**src/rtl/instr_fetch_unit_pkg.sv**
```systemverilog
// instr_fetch_unit_pkg: state encodings, opcode constants and helpers shared by the fetch unit
package instr_fetch_unit_pkg;

    localparam logic [1:0] BOOT  = 2'd0;
    localparam logic [1:0] FETCH = 2'd1;
    localparam logic [1:0] EXEC  = 2'd2;
    localparam logic [1:0] ERR   = 2'd3;

    localparam logic [5:0]  OPC_J  = 6'b000010;
    localparam logic [31:0] PC_INC = 32'd4;

    function automatic logic [31:0] branch_offset(input logic [15:0] imm);
        return {{14{imm[15]}}, imm, 2'b00};
    endfunction

endpackage

```
**src/rtl/instr_fetch_unit_next_pc_calc.sv**
```systemverilog
// next_pc_calc: sequential / branch / jump next-PC selection, purely combinational
module next_pc_calc
    import instr_fetch_unit_pkg::*;
(
    input  logic [31:0] pc,
    input  logic [15:0] imm16,
    input  logic [25:0] instr_index,
    input  logic        nPC_sel,
    input  logic        is_jump,
    output logic [31:0] next_pc
);

    logic [31:0] pc_plus4;

    assign pc_plus4 = pc + PC_INC;
    assign next_pc  = is_jump ? {pc_plus4[31:28], instr_index, 2'b00}
                    : nPC_sel ? pc_plus4 + branch_offset(imm16)
                    : pc_plus4;

endmodule

```
**src/rtl/instr_fetch_unit.sv**
```systemverilog
// instr_fetch_unit: PC register and fetch sequencer; IFETCH_JUMP_EN enables j-opcode handling
module instr_fetch_unit
    import instr_fetch_unit_pkg::*;
#(
    parameter logic [31:0] RESET_PC = 32'h0000_0000,
    parameter int          MAX_WAIT = 15,
    parameter int          WAIT_W   = 8
) (
    input  logic        clk,
    input  logic        rst_n,
    output logic        imem_req,
    output logic [31:0] imem_addr,
    input  logic        imem_ready,
    input  logic [31:0] imem_rdata,
    input  logic        retire,
    input  logic        nPC_sel,
    output logic [31:0] instr,
    output logic [5:0]  opcode,
    output logic [15:0] imm16,
    output logic        instr_valid,
    output logic [31:0] pc,
    output logic        fetch_err
);

    logic [1:0]        state;
    logic [WAIT_W-1:0] wait_cnt;
    logic [31:0]       next_pc;
    logic              is_jump;
    logic              wait_last;

    assign opcode      = instr[31:26];
    assign imm16       = instr[15:0];
    assign imem_req    = state == FETCH;
    assign imem_addr   = imem_req ? pc : '0;
    assign instr_valid = state == EXEC;
    assign wait_last   = wait_cnt == WAIT_W'(MAX_WAIT - 1);

`ifdef IFETCH_JUMP_EN
    assign is_jump = opcode == OPC_J;
`else
    assign is_jump = 1'b0;
`endif

    next_pc_calc u_next_pc (
        .pc          (pc),
        .imm16       (imm16),
        .instr_index (instr[25:0]),
        .nPC_sel     (nPC_sel),
        .is_jump     (is_jump),
        .next_pc     (next_pc)
    );

    // Sequencer: BOOT -> FETCH -> EXEC -> FETCH ..., timeout traps in ERR until reset
    always_ff @(posedge clk or negedge rst_n) begin
        if (!rst_n) begin
            state     <= BOOT;
            pc        <= {RESET_PC[31:2], 2'b00};
            instr     <= '0;
            wait_cnt  <= '0;
            fetch_err <= 1'b0;
        end else if (state == BOOT) begin
            state <= FETCH;
        end else if (state == FETCH) begin
            if (imem_ready) begin
                instr    <= imem_rdata;
                wait_cnt <= '0;
                state    <= EXEC;
            end else if (wait_last) begin
                fetch_err <= 1'b1;
                state     <= ERR;
            end else begin
                wait_cnt <= wait_cnt + 1'b1;
            end
        end else if (state == EXEC && retire) begin
            pc    <= {next_pc[31:2], 2'b00};
            state <= FETCH;
        end
    end

endmodule

```
**config.mk**
```make
export PLATFORM = sky130hd
export DESIGN_NAME = instr_fetch_unit
export DESIGN_NICKNAME = d
export VERILOG_FILES = /design/src/rtl/instr_fetch_unit_pkg.sv /design/src/rtl/instr_fetch_unit_next_pc_calc.sv /design/src/rtl/instr_fetch_unit.sv
export SDC_FILE = /design/constraint.sdc
export NUM_CORES = 1
export LEC_CHECK = 0
export ABC_AREA = 1
export ABC_CLOCK_PERIOD_IN_PS = 3100
export CORE_ASPECT_RATIO = 0.8
export CORE_MARGIN = 1
export CORE_UTILIZATION = 51
export CTS_CLUSTER_DIAMETER = 30
export DETAILED_ROUTE_END_ITERATION = 6
export GPL_TIMING_DRIVEN = 0
export PLACE_DENSITY = 0.91
export SLEW_MARGIN = 20
export SYNTH_ARGS = -nofsm -noshare
export SYNTH_HDL_FRONTEND = slang
export SYNTH_SLANG_ARGS = --single-unit
export TNS_END_PERCENT = 1
```
**constraint.sdc**
```tcl
create_clock -name clk -period 3.1 [get_ports clk]
set_input_delay 0.62 -clock clk [delete_from_list [all_inputs] [get_ports clk]]
set_output_delay 0.62 -clock clk [all_outputs]
set_load 0.05 [all_outputs]
```
* After elaboration in Yosys (flattened, before gate mapping) *
Index checks and enable logic that the tools add are counted.

word-level totals
  output and inout port bits = 121
  latch bits = 0
  memories kept = 0
  RAM bits = 0
  memory bits (read-only) = 0
  word-level logic and storage cells = 33
  register bits after elaboration = 73
  input port bits = 37

operators by class
  multipliers = 0
  equal/unequal tests = 5
  multiplexer cells = 9
  shift-type cells = 0
  $lt $le $gt $ge = 0
  divide/modulo/power cells = 0
  add/sub/neg operators = 3
  reductions and logical operators = 8
  bitwise logic cells = 3

operator list
  operator                                                number
  two-way mux 32 bit                                      2
  adder 32 x 3 -> 32 bit (second input constant)          1
  adder 32 bit                                            1
  two-way mux 8 bit                                       2
  two-way mux 2 bit                                       5
  AND reduction 3 bit                                     3
  adder 8 x 1 -> 8 bit (second input constant)            1
  equality test 8 x 4 -> 1 bit (second input constant)    1
  inequality test 4 x 1 -> 1 bit (second input constant)  1
  AND reduction 4 bit                                     1
  NOT 1 bit                                               3
  nonzero test 3 bit                                      1
  equality test 2 x 1 -> 1 bit (second input constant)    1
  equality test 2 bit (second input constant)             1
  logical NOT 2 bit                                       1
  inequality test 2 bit (second input constant)           1
  AND reduction 2 bit                                     1
  logical AND 1 bit                                       1

* Depth between registers and ports, before layout *
  word-level depth = 5
  depth in mapped cells = 24

* Cells and area by module *
A second synthesis with hierarchy kept.

unflattened totals
  cell total of the unflattened synthesis = 1,082
  area, all modules = 7,146.9 sq um

modules (own cells, without submodules)
  module            area an instance (sq um)  times used  sequential area each (sq um)  cells an instance
  next_pc_calc      3,678.5                   1           0.0                           736
  instr_fetch_unit  3,468.3                   1           1,826.8                       346

* Least setup slack after synthesis *
No wires, ideal clock.

  path kind = register to register
  start = register pc[3]
  end = register pc[27]
  clock period less this slack = 2.965 ns
  path slack = 0.135 ns
  cell stages (with the launch flop) = 21
  arrival = 2.846 ns
  buffers on the path = 0
  cells stage by stage = dfrtp_1 > ha_1 > nand3_1 > inv_1 > nand2_1 > nor2_1 > nand2_1 > nor2_1 > xor2_1 > inv_1 > ha_1 > a21oi_1 > nand2_1 > nand2_1 > nand3_1 > a21oi_1 > nand2_1 > nand2_1 > nand3_1 > nand2_1 > nand2_1

on the way
  word-level cells in the longest chain between the ends = 3

ends and longest elaborated chain
  what                      line                                 RTL
  from (decl)               instr_fetch_unit.sv:21               output logic [31:0] pc,
  from (signal assigned)    instr_fetch_unit.sv:57               pc <= {RESET_PC[31:2], 2'b00};
  from (signal assigned)    instr_fetch_unit.sv:75               pc <= {next_pc[31:2], 2'b00};
  adder 32 x 3 -> 32 bit *  instr_fetch_unit_next_pc_calc.sv:15  assign pc_plus4 = pc + PC_INC;
  adder 32 bit              instr_fetch_unit_next_pc_calc.sv:17  : nPC_sel ? pc_plus4 + branch_offset(imm16)
  two-way mux 32 bit *      instr_fetch_unit_next_pc_calc.sv:17

Mark *: on every way between the ends. The rest lies on a longest branch, timed or not.
A chain may end at the register's enable or synchronous reset.

* Worst setup path after layout *
  start = register pc[11]
  end = register pc[22]

Same word-level chain as after synthesis.

==> results.sh <==
export IMPL_post_place_ws_ns=-0.268
export IMPL_yosys_warnings=0
export IMPL_layout_commonest_cell="sky130_fd_sc_hd__nand2_1"
export IMPL_clk_insertion_delay_late_ns=0.35
export IMPL_pin_count=158
export IMPL_floorplan_initialDensity=0.529
export IMPL_cts_tree="built"
export IMPL_most_common_layout_cells="sky130_fd_sc_hd__nand2_1 (372), sky130_fd_sc_hd__inv_1 (150), sky130_fd_sc_hd__clkdlybuf4s50_1 (147)"
export IMPL_startpoint_types="flop"
export IMPL_setup_worst_path_end_class="flop"
export IMPL_wl_per_cell_um=16.6
export IMPL_groute_layer_met1_usage=0.466
export IMPL_status="complete, but fails checks"
export IMPL_drt_pass1_iterations=7
export IMPL_path_buf_inv=1
export IMPL_setup_viol=1
export IMPL_detailedRoute_firstIterationViolations=868
export IMPL_drive_above_1_share=0.141
export IMPL_postCtsHoldBufs=0
export IMPL_worst_path_max_fanout=4
export IMPL_tightestPinTransition_ns=0.595
export IMPL_fp_dieArea_um2=13200
export IMPL_cts_root_buf="sky130_fd_sc_hd__clkbuf_16"
export IMPL_fin_nets=1324
export IMPL_hold_slack_ns=0.147
export IMPL_detailedPlacementHpwl_um=16900
export IMPL_worst_slew_margin_rel=0.604
export IMPL_postSynthAreaPerCell_um2=6.19
export IMPL_first_global_vias=6853
export IMPL_cts_buffers_inserted=9
export IMPL_final_period_minus_worst_setup_slack_ns=3.10
export IMPL_gr_total_overflow=0
export IMPL_clk_pin_slew_worst_paths_ns=0.07
export IMPL_worst_path_largest_cell_delay_ns=0.43
export IMPL_gr_max_usage_layer="met2"
export IMPL_timing_fmax_ghz=0.322
export IMPL_critPathKind="flop to flop"
export IMPL_critical_path_top_delay_family="simple AND/OR/NAND/NOR gates"
export IMPL_num_fill_cells=910
export IMPL_grt_max_degree=56
export IMPL_cts_htree_levels=3
export IMPL_violations="DRC, setup timing"
export IMPL_core_area_um2=12300
export IMPL_syn_to_final_growth_pct=42.1
export IMPL_final_antenna_net_count=0
export IMPL_drt_total_wl_um=23600
export IMPL_sequential_cell_area_um2=1840
export IMPL_synth_seq_cells=73
export IMPL_die_h_um=103
export IMPL_clock_sink_count=73
export IMPL_yosysUniqueCellTypes=35
export IMPL_cts_path_max_buffers=2
export IMPL_slowest_stage="sky130_fd_sc_hd__dfrtp_1"
export IMPL_std_cell_rows=36
export IMPL_slew_viol_final=0
export IMPL_final_core_util=0.752
export IMPL_final_min_period_over_clock_period=1.00
export IMPL_grtUsageTotal=0.342
export IMPL_grtUsageMet2=0.538
export IMPL_worst_ep_required_time_ns=3.34
export IMPL_post_route_worst_setup_slack_ns=-0.00160
export IMPL_combined_area_of_the_multi_input_logic_cells_um2=4200
export IMPL_detailroute_via_count=7713
export IMPL_cp_common_cell="sky130_fd_sc_hd__nand2_1"
export IMPL_grt_pass1_wl_um=34600
export IMPL_portBuffers=153
export IMPL_synthCells=1050
export IMPL_n_antenna_cell=0
export IMPL_synth_area_um2=6500
export IMPL_drv_max_cap_violation_count=0
export IMPL_fp_dieW_um=128
export IMPL_post_drt_via_cell_ratio=5.42
export IMPL_crit_chain="nand2_1 > nor2_2 > nand2_1 > nor3_4 > xor2_1 > inv_1 > ha_1 > nand2_1 > nand2_1 > o21bai_1 > nand3b_1 > nand2_1 > nand2_1 > nand2_1 > nand3_1 > nand2_1 > nand2_1"
export IMPL_gp_congestion=0.944
export IMPL_synth_sequential_area_ratio=0.281
export IMPL_critical_path_arrival_ns=3.34
export IMPL_met3_usage=0.0882
export IMPL_number_of_antenna_violations_at_the_first_check_in_global_routing=0
export IMPL_unrepaired_setup_endpoints_after_global_routing="yes"
export IMPL_worst_clock_skew_ns=0.0111
export IMPL_min_delay_path_class="input port to async pin"
export IMPL_detail_route_drc_violations=1
export IMPL_finalHoldViolCount=0
-- area by class of cell --
cell class              instances  share of cell area
inverters                     155              0.0633
plain buffers                  47              0.0313
well taps                     171              0.0231
clock buffers                  13              0.0292
repair buffers                183               0.195
flip-flops and latches         73               0.199
clock inverters                 3             0.00501
multi-input cells             778               0.454
-- sequential cells by signal, indices dropped and copies added (netlist names) --
name,count
fetch_err,1
pc,30
instr,32
state,2
wait_cnt,8
-- path summary, 6_finish.rpt --
kind,startpoint,endpoint,slack [ns],depth (start not counted)
worst min-delay path,rst_n,instr[28],0.15,1
worst min register to register,instr[23],instr[23],0.47,2
worst max register to register,pc[11],pc[22],-0.002,17
worst max-delay path,pc[11],pc[22],-0.002,17
min in group clk,instr[23],instr[23],0.47,2
max in group asynchronous,rst_n,pc[5],2.37,2
-- metrics by stage --
stage | cell area, um^2 | std cells | TNS, ns
final | 9240 | 1423 | -0.00160
after detailed placement | 8290 | 1378 | -1.55
after global routing | 9240 | 1423 | -2.42
after CTS | 8720 | 1404 | 0
after global placement | 8260 | 1377 | -81.82
after floorplan | 6520 | 1053 | 0
-- cell usage after synthesis, drive strengths merged --
library cell	instances	area share
conb	1	0.00058
buf	30	0.033
dfrtp	73	0.28
and2	1	0.00096
inv	155	0.089
xor2	33	0.044
nand3	61	0.047
o31ai	4	0.0046
xnor2	5	0.0067
nand3b	1	0.0012
dlygate4sd1	1	0.0013
nor3b	2	0.0023
o22ai	8	0.0077
nand4	11	0.011
nand2	386	0.23
clkbuf	16	0.010
a21oi	43	0.033
nor2	121	0.073
o21ai	35	0.028
a21o	1	0.0012
o21bai	6	0.0069
ha	39	0.075
nor3	13	0.010
fa	1	0.0031
o211ai	3	0.0035
-- cell families after synthesis --
| logic type | after synthesis | synth area share |
|---|---|---|
| AOI/OAI and AO/OA | 100 | 0.0850 |
| xor gates and xnor gates | 38 | 0.0512 |
| adders and majority gates | 40 | 0.0781 |
| buffers and inverters | 202 | 0.134 |
| DFF | 73 | 0.281 |
| other | 1 | 0.000577 |
| and+or+nand+nor | 596 | 0.370 |
-- routing by layer --
layer | part of all wire | up-vias
li1 | - | 3615
met3 | 0.12 | 87
met5 | 0 | -
met1 | 0.42 | 3496
met2 | 0.43 | 515
met4 | 0.034 | 0
-- worst reg2reg max path, delay by kind of cell, from the launching register on --
family | cells | cell delay (ns)
buffers and inverters | 1 | 0.15
DFF | 1 | 0.43
AOI/OAI and AO/OA | 1 | 0.18
adders and majority gates | 1 | 0.31
and+or+nand+nor | 13 | 1.64
xor gates and xnor gates | 1 | 0.27
-- repair_timing --
action                     CTS  global route
resized for setup            9            96
setup endpoints to repair   15            26
setup buffers               10            19
pin swaps                    2            15
Power is not shown: default switching activity piles up to over one toggle a cycle in this logic, so the estimate is an artifact.
